**src/rtl/mem_ctrl_pkg.sv**
```systemverilog
// mem_ctrl_pkg: shared states, length codes and helpers for the RAM port sequencer.
// Used by mem_ctrl through import mem_ctrl_pkg::*.
package mem_ctrl_pkg;

  localparam logic Enable  = 1'b1;
  localparam logic Disable = 1'b0;

  localparam logic [1:0] LEN_B = 2'b00;
  localparam logic [1:0] LEN_H = 2'b01;
  localparam logic [1:0] LEN_W = 2'b10;

  localparam logic [31:0] ZeroWord = 32'h0000_0000;

  typedef enum logic [1:0] {
    ST_IDLE,
    ST_IF_RD,
    ST_MEM_RD,
    ST_MEM_WR
  } state_t;

  // Code 11 has no meaning of its own and is run as a word.
  function automatic logic [2:0] beats(input logic [1:0] len);
    logic [2:0] n;
    unique case (len)
      LEN_B:   n = 3'd1;
      LEN_H:   n = 3'd2;
      default: n = 3'd4;
    endcase
    return n;
  endfunction

  // Bytes enter the assembly register at the top, so a short read
  // ends up in the high bytes and is shifted down, zero-filled.
  function automatic logic [31:0] align(
    input logic [31:0] sr,
    input logic [2:0]  n
  );
    logic [31:0] d;
    unique case (n)
      3'd1:    d = {24'h0, sr[31:24]};
      3'd2:    d = {16'h0, sr[31:16]};
      default: d = sr;
    endcase
    return d;
  endfunction

endpackage

```
**src/rtl/mem_ctrl.sv**
```systemverilog
// mem_ctrl: sequences the byte-wide RAM port shared by IF and MEM (MEM wins).
// Ports: clk/rst, IF fetch req/cancel/data/done, MEM load/store with stall, RAM byte port.
module mem_ctrl
  import mem_ctrl_pkg::*;
#(
  parameter int ADDR_W = 17,
  parameter int XLEN   = 32
) (
  input  logic              clk,
  input  logic              rst,
  input  logic              if_req,
  input  logic [XLEN-1:0]   if_addr,
  input  logic              if_cancel,
  output logic [XLEN-1:0]   if_data,
  output logic              if_done,
  input  logic              mem_req,
  input  logic              mem_we,
  input  logic [1:0]        mem_len,
  input  logic [XLEN-1:0]   mem_addr,
  input  logic [XLEN-1:0]   mem_wdata,
  output logic [XLEN-1:0]   mem_rdata,
  output logic              mem_done,
  output logic              mem_stall_req,
  output logic [ADDR_W-1:0] ram_addr,
  output logic              ram_wr,
  output logic [7:0]        ram_dout,
  input  logic [7:0]        ram_din
);

  state_t            r_state;
  logic [2:0]        r_cnt;
  logic [2:0]        r_beats;
  logic [XLEN-1:0]   r_base;
  logic [XLEN-1:0]   r_wdata;
  logic [23:0]       r_buf;
  logic              r_if_done;
  logic              r_mem_done;
  logic [XLEN-1:0]   r_if_data;
  logic [XLEN-1:0]   r_mem_rdata;

  logic [31:0]       w_sr;
  logic              w_last;
  logic              w_drive;
  logic              w_wr;
  logic [ADDR_W-1:0] w_addr;

  assign w_sr   = {ram_din, r_buf};
  assign w_last = (r_cnt == r_beats);
  assign w_addr = ADDR_W'(r_base + XLEN'(r_cnt));

  always_comb begin
    w_drive = Disable;
    w_wr    = Disable;
    unique case (r_state)
      ST_IF_RD,
      ST_MEM_RD: w_drive = (r_cnt < r_beats);
      ST_MEM_WR: begin
        w_drive = Enable;
        w_wr    = Enable;
      end
      default: ;
    endcase
  end

  // Gated by rst so a store cut short by reset never writes.
  assign ram_addr = (w_drive && !rst) ? w_addr : '0;
  assign ram_wr   = w_wr & ~rst;
  assign ram_dout = (w_wr && !rst) ?
                    r_wdata[{r_cnt[1:0], 3'b000} +: 8] : 8'h00;

  assign if_data       = r_if_data;
  assign if_done       = r_if_done;
  assign mem_rdata     = r_mem_rdata;
  assign mem_done      = r_mem_done;
  assign mem_stall_req = mem_req & ~r_mem_done;

  always_ff @(posedge clk) begin
    if (rst) begin
      r_state     <= ST_IDLE;
      r_cnt       <= 3'd0;
      r_beats     <= 3'd0;
      r_base      <= '0;
      r_wdata     <= '0;
      r_buf       <= 24'h0;
      r_if_done   <= Disable;
      r_mem_done  <= Disable;
      r_if_data   <= XLEN'(ZeroWord);
      r_mem_rdata <= XLEN'(ZeroWord);
    end else begin
      r_if_done  <= Disable;
      r_mem_done <= Disable;
      unique case (r_state)
        ST_IDLE: begin
          // A done pulse means the requester has not dropped req yet.
          if (!r_if_done && !r_mem_done) begin
            if (mem_req) begin
              r_state <= mem_we ? ST_MEM_WR : ST_MEM_RD;
              r_base  <= mem_addr;
              r_beats <= beats(mem_len);
              r_wdata <= mem_wdata;
              r_cnt   <= 3'd0;
              r_buf   <= 24'h0;
            end else if (if_req && !if_cancel) begin
              r_state <= ST_IF_RD;
              r_base  <= if_addr;
              r_beats <= 3'd4;
              r_cnt   <= 3'd0;
              r_buf   <= 24'h0;
            end
          end
        end
        ST_IF_RD: begin
          if (if_cancel) begin
            r_state <= ST_IDLE;
          end else begin
            r_cnt <= r_cnt + 3'd1;
            if (r_cnt != 3'd0) r_buf <= w_sr[31:8];
            if (w_last) begin
              r_state   <= ST_IDLE;
              r_if_done <= Enable;
              r_if_data <= XLEN'(align(w_sr, r_beats));
            end
          end
        end
        ST_MEM_RD: begin
          r_cnt <= r_cnt + 3'd1;
          if (r_cnt != 3'd0) r_buf <= w_sr[31:8];
          if (w_last) begin
            r_state     <= ST_IDLE;
            r_mem_done  <= Enable;
            r_mem_rdata <= XLEN'(align(w_sr, r_beats));
          end
        end
        ST_MEM_WR: begin
          r_cnt <= r_cnt + 3'd1;
          if (r_cnt == r_beats - 3'd1) begin
            r_state    <= ST_IDLE;
            r_mem_done <= Enable;
          end
        end
        default: r_state <= ST_IDLE;
      endcase
    end
  end

endmodule

```
**config.mk**
```make
export PLATFORM = sky130hd
export DESIGN_NAME = mem_ctrl
export DESIGN_NICKNAME = d
export VERILOG_FILES = /design/src/rtl/mem_ctrl_pkg.sv /design/src/rtl/mem_ctrl.sv
export SDC_FILE = /design/constraint.sdc
export NUM_CORES = 1
export LEC_CHECK = 0
export ABC_AREA = 1
export CAP_MARGIN = 20
export CORE_MARGIN = 2
export CORE_UTILIZATION = 48
export CTS_CLUSTER_SIZE = 40
export DETAILED_ROUTE_END_ITERATION = 6
export PLACE_DENSITY_LB_ADDON = 0.2
export SYNTH_ARGS = -nofsm -noshare
export SYNTH_HDL_FRONTEND = slang
export SYNTH_SLANG_ARGS = --single-unit
```
**constraint.sdc**
```tcl
create_clock -name clk -period 3 [get_ports clk]
set_clock_uncertainty 0.2 [all_clocks]
set_input_delay 0.45 -clock clk [delete_from_list [all_inputs] [get_ports clk]]
set_output_delay 0.45 -clock clk [all_outputs]
set_load 0.01 [all_outputs]
```
* Word level (Yosys, flattened, before mapping) *
Cells that the tools add are included.

operators by class
  shift operators = 1
  bitwise logic cells = 6
  order comparisons = 1
  reduce and logical (&&, ||, !) cells = 23
  mux-type cells = 32
  eq/ne operators = 12
  add/subtract/negate cells = 3

operator list
  cell                                                             count
  24-bit two-way mux                                               5
  24-bit case mux with 3 select lines                              1
  32-bit case mux with 2 select lines                              1
  17-bit two-way mux                                               3
  32-bit by 6-bit variable part select with 8-bit output           1
  3-bit two-way mux                                                6
  17-bit by 3-bit adder with 17-bit output                         1
  3-bit AND reduction                                              5
  2-bit two-way mux                                                6
  3-bit case mux with 3 select lines                               1
  8-bit two-way mux                                                1
  2-bit case mux with 4 select lines                               1
  3-bit == test                                                    2
  2-bit != test, second input constant                             3
  3-bit case mux with 2 select lines                               1
  3-bit nonzero test                                               2
  2-bit by 1-bit == test with 1-bit output, second input constant  2
  2-bit == test, second input constant                             2
  1-bit logical AND                                                4
  1-bit logical NOT                                                4
  2-bit logical NOT                                                2
  1-bit two-way mux                                                4
  1-bit inverter                                                   4
  1-bit case mux with 2 select lines                               2
  other kinds (12)                                                 14

storage, ports and cells
  word-level logic and storage cells = 88
  input port bits = 112
  register bits after elaboration = 147

* Longest topological paths before layout *
Gate-level depths: netlist (run 1).

  depth in word-level cells = 6
  gate-level depth with buffers = 13
  gate-level depth less buffers = 12

* Worst setup path after synthesis (run 1) *
No wires, ideal clock.

  kind = register to output
  start = reg r_cnt[1]
  end = out ram_addr[12]
  slack = 0.300 ns
  arrival = 2.050 ns
  path buffers = 1
  stages on the path, launching flop included = 10
  cells stage by stage = dfxtp_1 -> buf_2 -> clkinv_1 -> fa_1 -> inv_1 -> nand2_1 -> a21oi_1 -> nand3_1 -> xor2_1 -> nor2_1

between the ends
  word-level cells in the longest chain between the ends = 4
  elaborated cells on any way between the ends = 5
  classes of those cells = 1 x add/sub; 1 x order compare; 2 x mux; 1 x reduce/logical

RTL lines
  item                                                                              line             text
  start: declaration                                                                mem_ctrl.sv:31   logic [2:0] r_cnt;
  start signal: assignment                                                          mem_ctrl.sv:116  r_cnt <= r_cnt + 3'd1;
  start signal: assignment                                                          mem_ctrl.sv:126  r_cnt <= r_cnt + 3'd1;
  start signal: assignment                                                          mem_ctrl.sv:135  r_cnt <= r_cnt + 3'd1;
  branches (longest 3 deep; another with 17-bit by 3-bit adder with 17-bit output)  n/a
  17-bit two-way mux *                                                              mem_ctrl.sv:66   assign ram_addr = (w_drive && !rst) ? w_addr : '0;
  end: declaration                                                                  mem_ctrl.sv:24   output logic [ADDR_W-1:0] ram_addr,

Every way passes the cells marked *.

* Worst setup path after layout (run 1) *
  start = reg r_cnt[0]
  end = out ram_addr[16]

The elaborated chain is that of the path after synthesis.

==> flow_metrics.tcl, run 1 <==
set metrics [dict create \
    critPathMaxFanout 3 \
    grt_pass1_wl_um 30300 \
    syn_avg_cell_area_um2 6.99 \
    grt_remaining_overflow 0 \
    cpMostUsedCell "nor2_1" \
    worstPathRequired_ns 2.35 \
    power.density_nw_per_um2 879 \
    path_cells "ha_1, inv_1, fa_2, inv_2, nand2_2, a21oi_4, buf_6, nand2_1, nor2_1, xor2_1, nor2_1, buf_2" \
    coreArea_um2 13900 \
    crit_family "adder cells" \
    r2r-start "r_state[0]" \
    preCtsSetupSlack_ns 0.0371 \
    antenna_found_initial 0 \
    clk-insertion-delay-late_ns 0.42 \
    cts_sinks 147 \
    grt_pass1_vias 6252 \
    drcViolationCount 0 \
    initial_core_util_pct 49.4 \
    path_class "flip-flop to output port" \
    layout_setup_ws_ns 0.112 \
    holdBufCountCts 0 \
    ff2ff_path_depth 8 \
    final_max_slew_viol_count 0 \
    tns_ns 0 \
    path_depth 12 \
    synth_largest_area_cell "dfxtp_1" \
    endpoint "ram_addr[16]" \
    fin_crit_sh_pct 96.3 \
    htree_levels 4 \
    diodes 0 \
    die-area_um2 15300 \
    crit_path_end_kind "output port" \
    netlist_area_um2 6890 \
    ys_warn_count 0 \
    final_nets 1271 \
    drive_gt1_share_pct 7.97 \
    cap_viol_max_count 0 \
    layout.cells.non_filler 1334 \
    cpPeakStageDelay_ns 0.34 \
    worst_pin_slew_ns 0.715 \
    worstSetupStartpointType "flip-flop" \
    arrival_ns 2.24 \
    finalHoldViolCount 0 \
    drt_iter0_markers 552 \
    die_w_um 124 \
    period_minus_slack_ns 2.89 \
    wl_um 19000 \
    path_buf_inv 4 \
    crit_slowest_cell "dfxtp_2" \
    reg2reg_setup_slack_ns 0.72 \
    peakVddDrop_mv 0.567 \
    syn_nets 1114 \
    routabilityCongestion 0.844 \
    route.vias.total 6951 \
    num_rows 43 \
    firstDrtPassIters 5 \
    syn2layout_area_growth_pct 35.9 \
    synth.distinct_cells 30 \
    p_leak_nw 3.80 \
    syn_inst 985 \
    synthTopCellsByArea "dfxtp_1 43%, nor2_1 11%, nand2_1 8.7%" \
    antenna_left 0 \
    setup_viol 0 \
    cts_tree "done" \
    n_fill_cell 1220 \
    outcome "finished, final reports clean" \
    r2r-end "r_buf[16]" \
    cts_buffers 17 \
    synth-seq-area-share_pct 42.7 \
    clkTransAtPathRegs_ns 0.06 \
    vias_per_cell 5.21 \
    ctsRootBufferMaster "clkbuf_16" \
    placed_cells 1298 \
    synth_top_area_share_pct 42.7 \
    clockBufferDepth 2 \
    synth_seq_cells 147 \
    grtUsageTotal_pct 25.0 \
    grt_max_degree 61 \
    max_freq_mhz 346 \
    crit_path_start "r_cnt[0]" \
    relSlewSlack_pct 52.3 \
    chipHeight_um 124 \
    io_pins 205 \
    dp_hpwl_um 13000 \
    numPortBuffers 174 \
    wl_per_cell_um 14.2 \
    worst_hold_path_type "flip-flop to flip-flop" \
]
through the flow:
step / hold slack (ns) / total power [mW] / area, µm² / utilization [%]
after floorplan: 0.244 / 4.95 / 6890 / -
after global placement: 0.253 / 5.96 / 8690 / 62.4
after detailed placement: 0.257 / 6.02 / 8690 / 62.4
after CTS: 0.268 / 8.22 / 9340 / 67.0
after global routing: 0.284 / 8.80 / 9350 / 67.1
final: 0.265 / 8.22 / 9350 / 67.1
worst min path at each step:
stage,startpoint,to,slack (ns),depth (start not counted)
4_1_cts,if_data[21],if_data[21],0.27,2
3_5_place_dp,r_buf[1],r_buf[1],0.26,2
3_3_place_gp,r_buf[5],r_buf[5],0.25,2
2_1_floorplan,r_buf[3],r_buf[3],0.24,2
5_1_grt,r_buf[5],r_buf[5],0.28,2
6_report,if_data[21],if_data[21],0.26,2
cell type report:
class	count	area (µm²)	share of cell area, %
multi-input combinational	675	3300	35.3
tap	180	225	2.41
clock inverter	10	149	1.59
sequential	147	2950	31.5
timing repair buffer	199	1880	20.1
clock buffer	21	460	4.92
inverter	102	397	4.24
kinds of logic (layout without fill, tap and decap cells):
group                      after synthesis  in the layout  share of synthesized area, %
DFF                                    147            147                          42.7
and+or+nand+nor                        423            423                          25.2
xor gates and xnor gates                 6              6                         0.763
buffers and inverters                  163            332                          9.96
AOI/OAI and AO/OA                      229            229                          18.1
adders and majority gates               17             17                          3.20
sequential cells by signal (all words and copies together) (netlist names):
register and flops:
r_buf 24, mem_rdata 32, r_wdata 32, r_base 17, if_data 32, r_state 2, mem_done 1, r_beats 3
r_cnt 3, if_done 1
worst register-to-register path: stages, from the launching register on:
cell	delay (ns)
dfxtp_1	0.41
inv_1	0.11
ha_1	0.32
buf_4	0.31
nor2_1	0.12
a31oi_4	0.16
buf_4	0.30
nand4_1	0.15
a21oi_1	0.14
synthesized netlist by cell type:
cell type / count
inv_2: 3
dfxtp_1: 147
nand3b_1: 1
nor3_1: 12
buf_6: 3
o22ai_1: 9
ha_1: 16
o21ai_1: 7
a31oi_4: 1
a21oi_1: 73
o21ai_0: 104
nor2_4: 2
buf_2: 26
xor2_1: 6
clkinv_1: 2
and2_1: 2
nand4_1: 26
nand3_2: 1
nor3b_1: 3
o221ai_1: 7
nor2_1: 198
nand2_1: 159
o211ai_1: 10
nand3_1: 16
a31oi_1: 18
inv_1: 97
clkbuf_1: 27
nand2_2: 3
fa_1: 1
buf_4: 5
metal layers:
| layer | wire, µm | up-vias | GRT usage [%] |
|---|---|---|---|
| li1 | - | 3515 | - |
| met1 | 8610 | 3180 | 34.6 |
| met2 | 8780 | 240 | 40.5 |
| met3 | 1420 | 16 | 4.95 |
| met4 | 184 | 0 | 5.61 |
| met5 | 0 | - | 0 |
where the power goes:
group          internal [mW]  switching [mW]  total [mW]
Combinational           1.25            1.98        3.23
Clock                   1.36           0.827        2.18
Sequential              2.47           0.344        2.81
Total                   5.07            3.15        8.22
cell usage in the layout, fill, tap and decap left out, types with 16 or more instances in the layout:
cell type and instances:
nor2_1 194, a21oi_1 72, dfxtp_1 145, nand3_1 16, o21ai_0 104, nand4_1 26
inv_1 95, ha_1 16, clkbuf_16 17, a31oi_1 18, buf_4 22, clkdlybuf4s50_1 156
nand2_1 157
timing repair:
action	CTS	global route
gates resized for setup	33	33
pin swaps	4	5
endpoints found under the hold margin	0	0
setup endpoints to repair	24	16
setup buffers	3	2
Power figures use the tool's default switching activity.
==> inputs of run 2 (changes only) <==
- CORE_MARGIN: 2 -> 10
==> run 2 against run 1 <==
Worst setup slack lost 0.0094 ns. Flip-flop and latch count unchanged. Power rose by 0.38%. First-iteration DRC count fell by 7.8%. Non-clock buffer count decreased by 1. Die area grew 28%. Wire length grew 9.3%. Core utilization decreased by 0.35 points. Global-route usage is 4.6 points lower. Hold slack better by 0.00091 ns. Maximum frequency decreased by 0.32%. Register-to-register slack got worse by 0.08 ns. Critical endpoint is now ram_addr[2].
==> flow_metrics.tcl, run 2 (synthesis gave the netlist of run 1 again) <==
set metrics [dict create \
    htree_levels 4 \
    drcViolationCount 0 \
    io_pins 205 \
    firstDrtPassIters 5 \
    placed_cell_area_um2 8700 \
    hold_end "r_buf[3]" \
    antenna_left 0 \
    ctsRootBufferMaster "clkbuf_16" \
    route.vias.total 6941 \
    antenna_found_initial 0 \
    final_area_um2 9340 \
    worst_pin_slew_ns 1.01 \
    cap_viol_max_count 0 \
    final_common_cell "nor2_1" \
    critPathMaxFanout 17 \
    vias_per_cell 5.20 \
    cts_sinks 147 \
    routabilityCongestion 0.854 \
    fin_crit_sh_pct 96.6 \
    cts_tree "done" \
    grtUsageTotal_pct 20.4 \
    numPortBuffers 174 \
    worstPathRequired_ns 2.35 \
    r2r-end "mem_rdata[1]" \
    min-delay-start "r_buf[3]" \
    wl_um 20800 \
    peakVddDrop_mv 0.517 \
    final_max_slew_viol_count 0 \
    path_class "flip-flop to output port" \
    diodes 0 \
    layout_setup_ws_ns 0.103 \
    fin_util_pct 66.8 \
    clk-insertion-delay-late_ns 0.42 \
    relSlewSlack_pct 32.8 \
    layout_common_cells "192 x nor2_1, 157 x nand2_1, 156 x clkdlybuf4s50_1" \
    grt_pass1_vias 6490 \
    max_freq_mhz 345 \
    wl_per_cell_um 15.6 \
    p_leak_nw 3.81 \
    die_w_um 140 \
    worstSetupStartpointType "flip-flop" \
    drt_iter0_markers 509 \
    power.density_nw_per_um2 884 \
    crit_slowest_cell "dfxtp_1" \
    arrival_ns 2.25 \
    dp_hpwl_um 14600 \
    num_rows 43 \
    preCtsSetupSlack_ns 0.0454 \
    period_minus_slack_ns 2.90 \
    clockBufferDepth 2 \
    die-area_um2 19500 \
    initial_core_util_pct 49.2 \
    cts_buffers 17 \
    holdBufCountCts 0 \
    tns_ns 0 \
    path_cells "inv_2, ha_1, a21oi_1, o211ai_1, nand2_1, nand2_1, buf_4, nor3b_1, dlygate4sd2_1" \
    syn2layout_area_growth_pct 35.7 \
    chipHeight_um 140 \
    ff2ff_path_depth 10 \
    setup_viol 0 \
    outcome "finished, final reports clean" \
    clkTransAtPathRegs_ns 0.06 \
    worst_hold_path_type "flip-flop to flip-flop" \
    coreArea_um2 14000 \
    reg2reg_setup_slack_ns 0.64 \
    crit_path_end_kind "output port" \
    grt_max_degree 61 \
    grt_remaining_overflow 0 \
    final_nets 1270 \
    r2r-start "r_cnt[0]" \
    cpMostUsedCell "nand2_1" \
    cpPeakStageDelay_ns 0.37 \
    finalPower_mw 8.25 \
    whs_path_depth 2 \
    finalHoldViolCount 0 \
    grt_pass1_wl_um 33300 \
    drive_gt1_share_pct 7.80 \
]
[run 2: cell types whose count changed in the layout (fill, tap and decap cells not counted), sizes merged]
| cell | previous run | this run |
|---|---|---|
| dlygate4sd2 | 3 | 7 |
| clkdlybuf4s15 | 3 | 1 |
| clkbuf | 30 | 28 |
[run 2: area by class of cell]
class,count,area (µm²)
fill,1266,4650
multi-input combinational,675,3290
sequential,147,2950
timing repair buffer,198,1870
clock buffer,22,464
inverter,102,397
tap,180,225
clock inverter,10,149
[run 2: through the flow]
stage,std cells,hold slack (ns)
floorplan,985,0.244
global placement,1299,0.253
detailed placement,1299,0.256
CTS,1332,0.265
global route,1334,0.295
finish,1334,0.266
[run 2: what timing repair did]
action                                  4_1_cts  5_1_grt
pin swaps                                     5        5
gates resized for setup                      38       25
endpoints found under the setup margin       25       13
setup buffers                                 1        2
[run 2: how the worst max path moves through the flow]
| stage | endpoint | depth (start not counted) | start | slack (ns) |
|---|---|---|---|---|
| 2_1_floorplan | ram_addr[12] | 9 | r_cnt[1] | 0.30 |
| 3_3_place_gp | ram_addr[12] | 10 | r_cnt[0] | 0.08 |
| 3_5_place_dp | ram_addr[12] | 10 | r_cnt[0] | 0.05 |
| 4_1_cts | ram_addr[16] | 12 | r_cnt[0] | 0.02 |
| 5_1_grt | ram_addr[8] | 10 | r_cnt[0] | -0.02 |
| 6_report | ram_addr[2] | 9 | r_beats[2] | 0.10 |
[run 2: worst max-delay path: cells and delay by family, from the launching register on]
kind	cells	cell delay, ns
AO/OA/AOI/OAI	2	0.25
adder cells (fa/ha/maj)	1	0.32
buffers and inverters	3	0.59
flip-flops	1	0.37
AND/OR/NAND/NOR	3	0.28
[run 2: power by group]
| group | leakage (nW) | internal, mW | switching [mW] |
|---|---|---|---|
| combinational | 2.31 | 1.24 | 2.00 |
| sequential | 1.20 | 2.47 | 0.338 |
| clock | 0.292 | 1.36 | 0.842 |
| total | 3.81 | 5.07 | 3.18 |
[run 2: metal layers]
layer	part of all wire (%)	global-route usage, %	wire length [µm]
met4	1.3	5.49	262
met2	47	32.7	9860
met1	45	26.7	9430
met5	0	0	0
met3	5.8	4.83	1210
==> inputs of run 3 (changes only) <==
- CTS_CLUSTER_SIZE: 40 -> unset
- REMOVE_ABC_BUFFERS: unset -> 1
==> run 3 against run 2 <==
Maximum frequency increased by 1.1%. Flip-flop and latch count stayed put. Hold slack got worse by 0.13 ns. Critical endpoint is now ram_addr[10]. Largest cell class unchanged.
==> flow_metrics.tcl, run 3 (synthesis gave the netlist of run 1 again) <==
set metrics [dict create \
    outcome "finished, final reports clean" \
    worst_hold_path_type "primary input to flip-flop" \
    grt_remaining_overflow 0 \
    holdBufCountCts 0 \
    grtUsageTotal_pct 19.9 \
    finalPower_mw 8.14 \
    tns_ns 0 \
    cts_sinks 147 \
    die_w_um 140 \
    worst_pin_slew_ns 0.764 \
    drive_gt1_share_pct 8.46 \
    cts_tree "done" \
    path_buf_inv 3 \
    crit_slowest_cell "fa_1" \
    crit_family "simple AND/OR/NAND/NOR gates" \
    path_cells "clkinv_1, fa_1, inv_2, nand2_2, nand2_1, nand2_2, nor2_2, nand2_1, xor2_1, nor2_1, buf_2" \
    cpPeakStageDelay_ns 0.44 \
    path_class "flip-flop to output port" \
    htree_levels 4 \
    grt_max_degree 88 \
    diodes 0 \
    power.density_nw_per_um2 868 \
    chipHeight_um 140 \
    final_max_slew_viol_count 0 \
    finalHoldViolCount 0 \
    clkTransAtPathRegs_ns 0.06 \
    die-area_um2 19500 \
    ctsRootBufferMaster "clkbuf_16" \
    antenna_left 0 \
    period_minus_slack_ns 2.86 \
    setup_viol 0 \
    final_area_um2 9380 \
    crit_path_end_kind "output port" \
    final_nets 1275 \
    vias_per_cell 5.10 \
    wl_um 20100 \
    peakVddDrop_mv 0.589 \
    antenna_found_initial 0 \
    p_leak_nw 3.82 \
    relSlewSlack_pct 49.1 \
    fin_crit_sh_pct 95.5 \
    routabilityCongestion 0.875 \
    syn2layout_area_growth_pct 36.2 \
    layout_common_cells "191 x nor2_1, 156 x clkdlybuf4s50_1, 155 x nand2_1" \
    route.vias.total 6833 \
    fin_util_pct 67.0 \
    io_pins 205 \
    final_common_cell "nor2_1" \
    initial_core_util_pct 49.2 \
    clk-insertion-delay-late_ns 0.42 \
    drt_iter0_markers 534 \
    arrival_ns 2.21 \
    cts_buffers 17 \
    worstSetupStartpointType "flip-flop" \
    numPortBuffers 174 \
    wl_per_cell_um 15.0 \
    worstPathRequired_ns 2.35 \
    num_rows 43 \
    dp_hpwl_um 14000 \
    firstDrtPassIters 7 \
    grt_pass1_wl_um 32600 \
    placed_cell_area_um2 8770 \
    layout_setup_ws_ns 0.136 \
    critPathMaxFanout 4 \
    cap_viol_max_count 0 \
    preCtsSetupSlack_ns 0.0562 \
    coreArea_um2 14000 \
    grt_pass1_vias 6438 \
    clockBufferDepth 2 \
    drcViolationCount 0 \
    max_freq_mhz 349 \
]
## run 3: cell count changes in the layout (fill, tap and decap cells not counted), sizes merged
cell / delta
clkinvlp: +4
bufinv: -2
inv: -2
clkinv: +3
clkdlybuf4s15: +1
buf: +5
clkbuf: -4
## run 3: cell type report
class,count,area [µm²]
repair buffers,203,1920
clock inverters,13,109
clock buffers,19,453
inverters,102,397
fillers,1264,4610
multi-input cells,675,3330
flip-flops and latches,147,2940
well taps,180,225
## run 3: final timing paths
check,end,cells after the start,start,slack (ns)
hold reg to reg,if_data[24],2,if_data[24],0.26
setup / recovery,ram_addr[10],11,r_cnt[1],0.14
setup reg to reg,if_data[4],9,r_cnt[0],0.53
hold / removal,r_cnt[1],2,rst,0.14
## run 3: through the flow
stage                     hold WS [ns]  std cells
after floorplan                  0.239        924
after global placement           0.251       1306
after detailed placement         0.256       1306
after CTS                        0.111       1338
after global routing             0.133       1339
final                            0.137       1339
## run 3: metal layers
layer | part of all wire, % | track usage [%] | up-vias | wire, µm
li1 | - | - | 3527 | -
met4 | 1.2 | 5.16 | 0 | 247
met3 | 7.7 | 6.84 | 17 | 1540
met5 | 0 | 0 | - | 0
met2 | 47 | 31.9 | 204 | 9400
met1 | 44 | 24.9 | 3085 | 8930
## run 3: what timing repair did
item / in CTS / in global routing
setup buffers: 0 / 1
pin swaps: 4 / 4
setup endpoints to repair: 25 / 21
gates resized for setup: 36 / 27
## run 3: where the power goes
part	switching [mW]	internal [mW]	leakage, nW
logic	2.01	1.34	2.36
clock network	0.829	1.18	0.263
registers	0.319	2.47	1.20
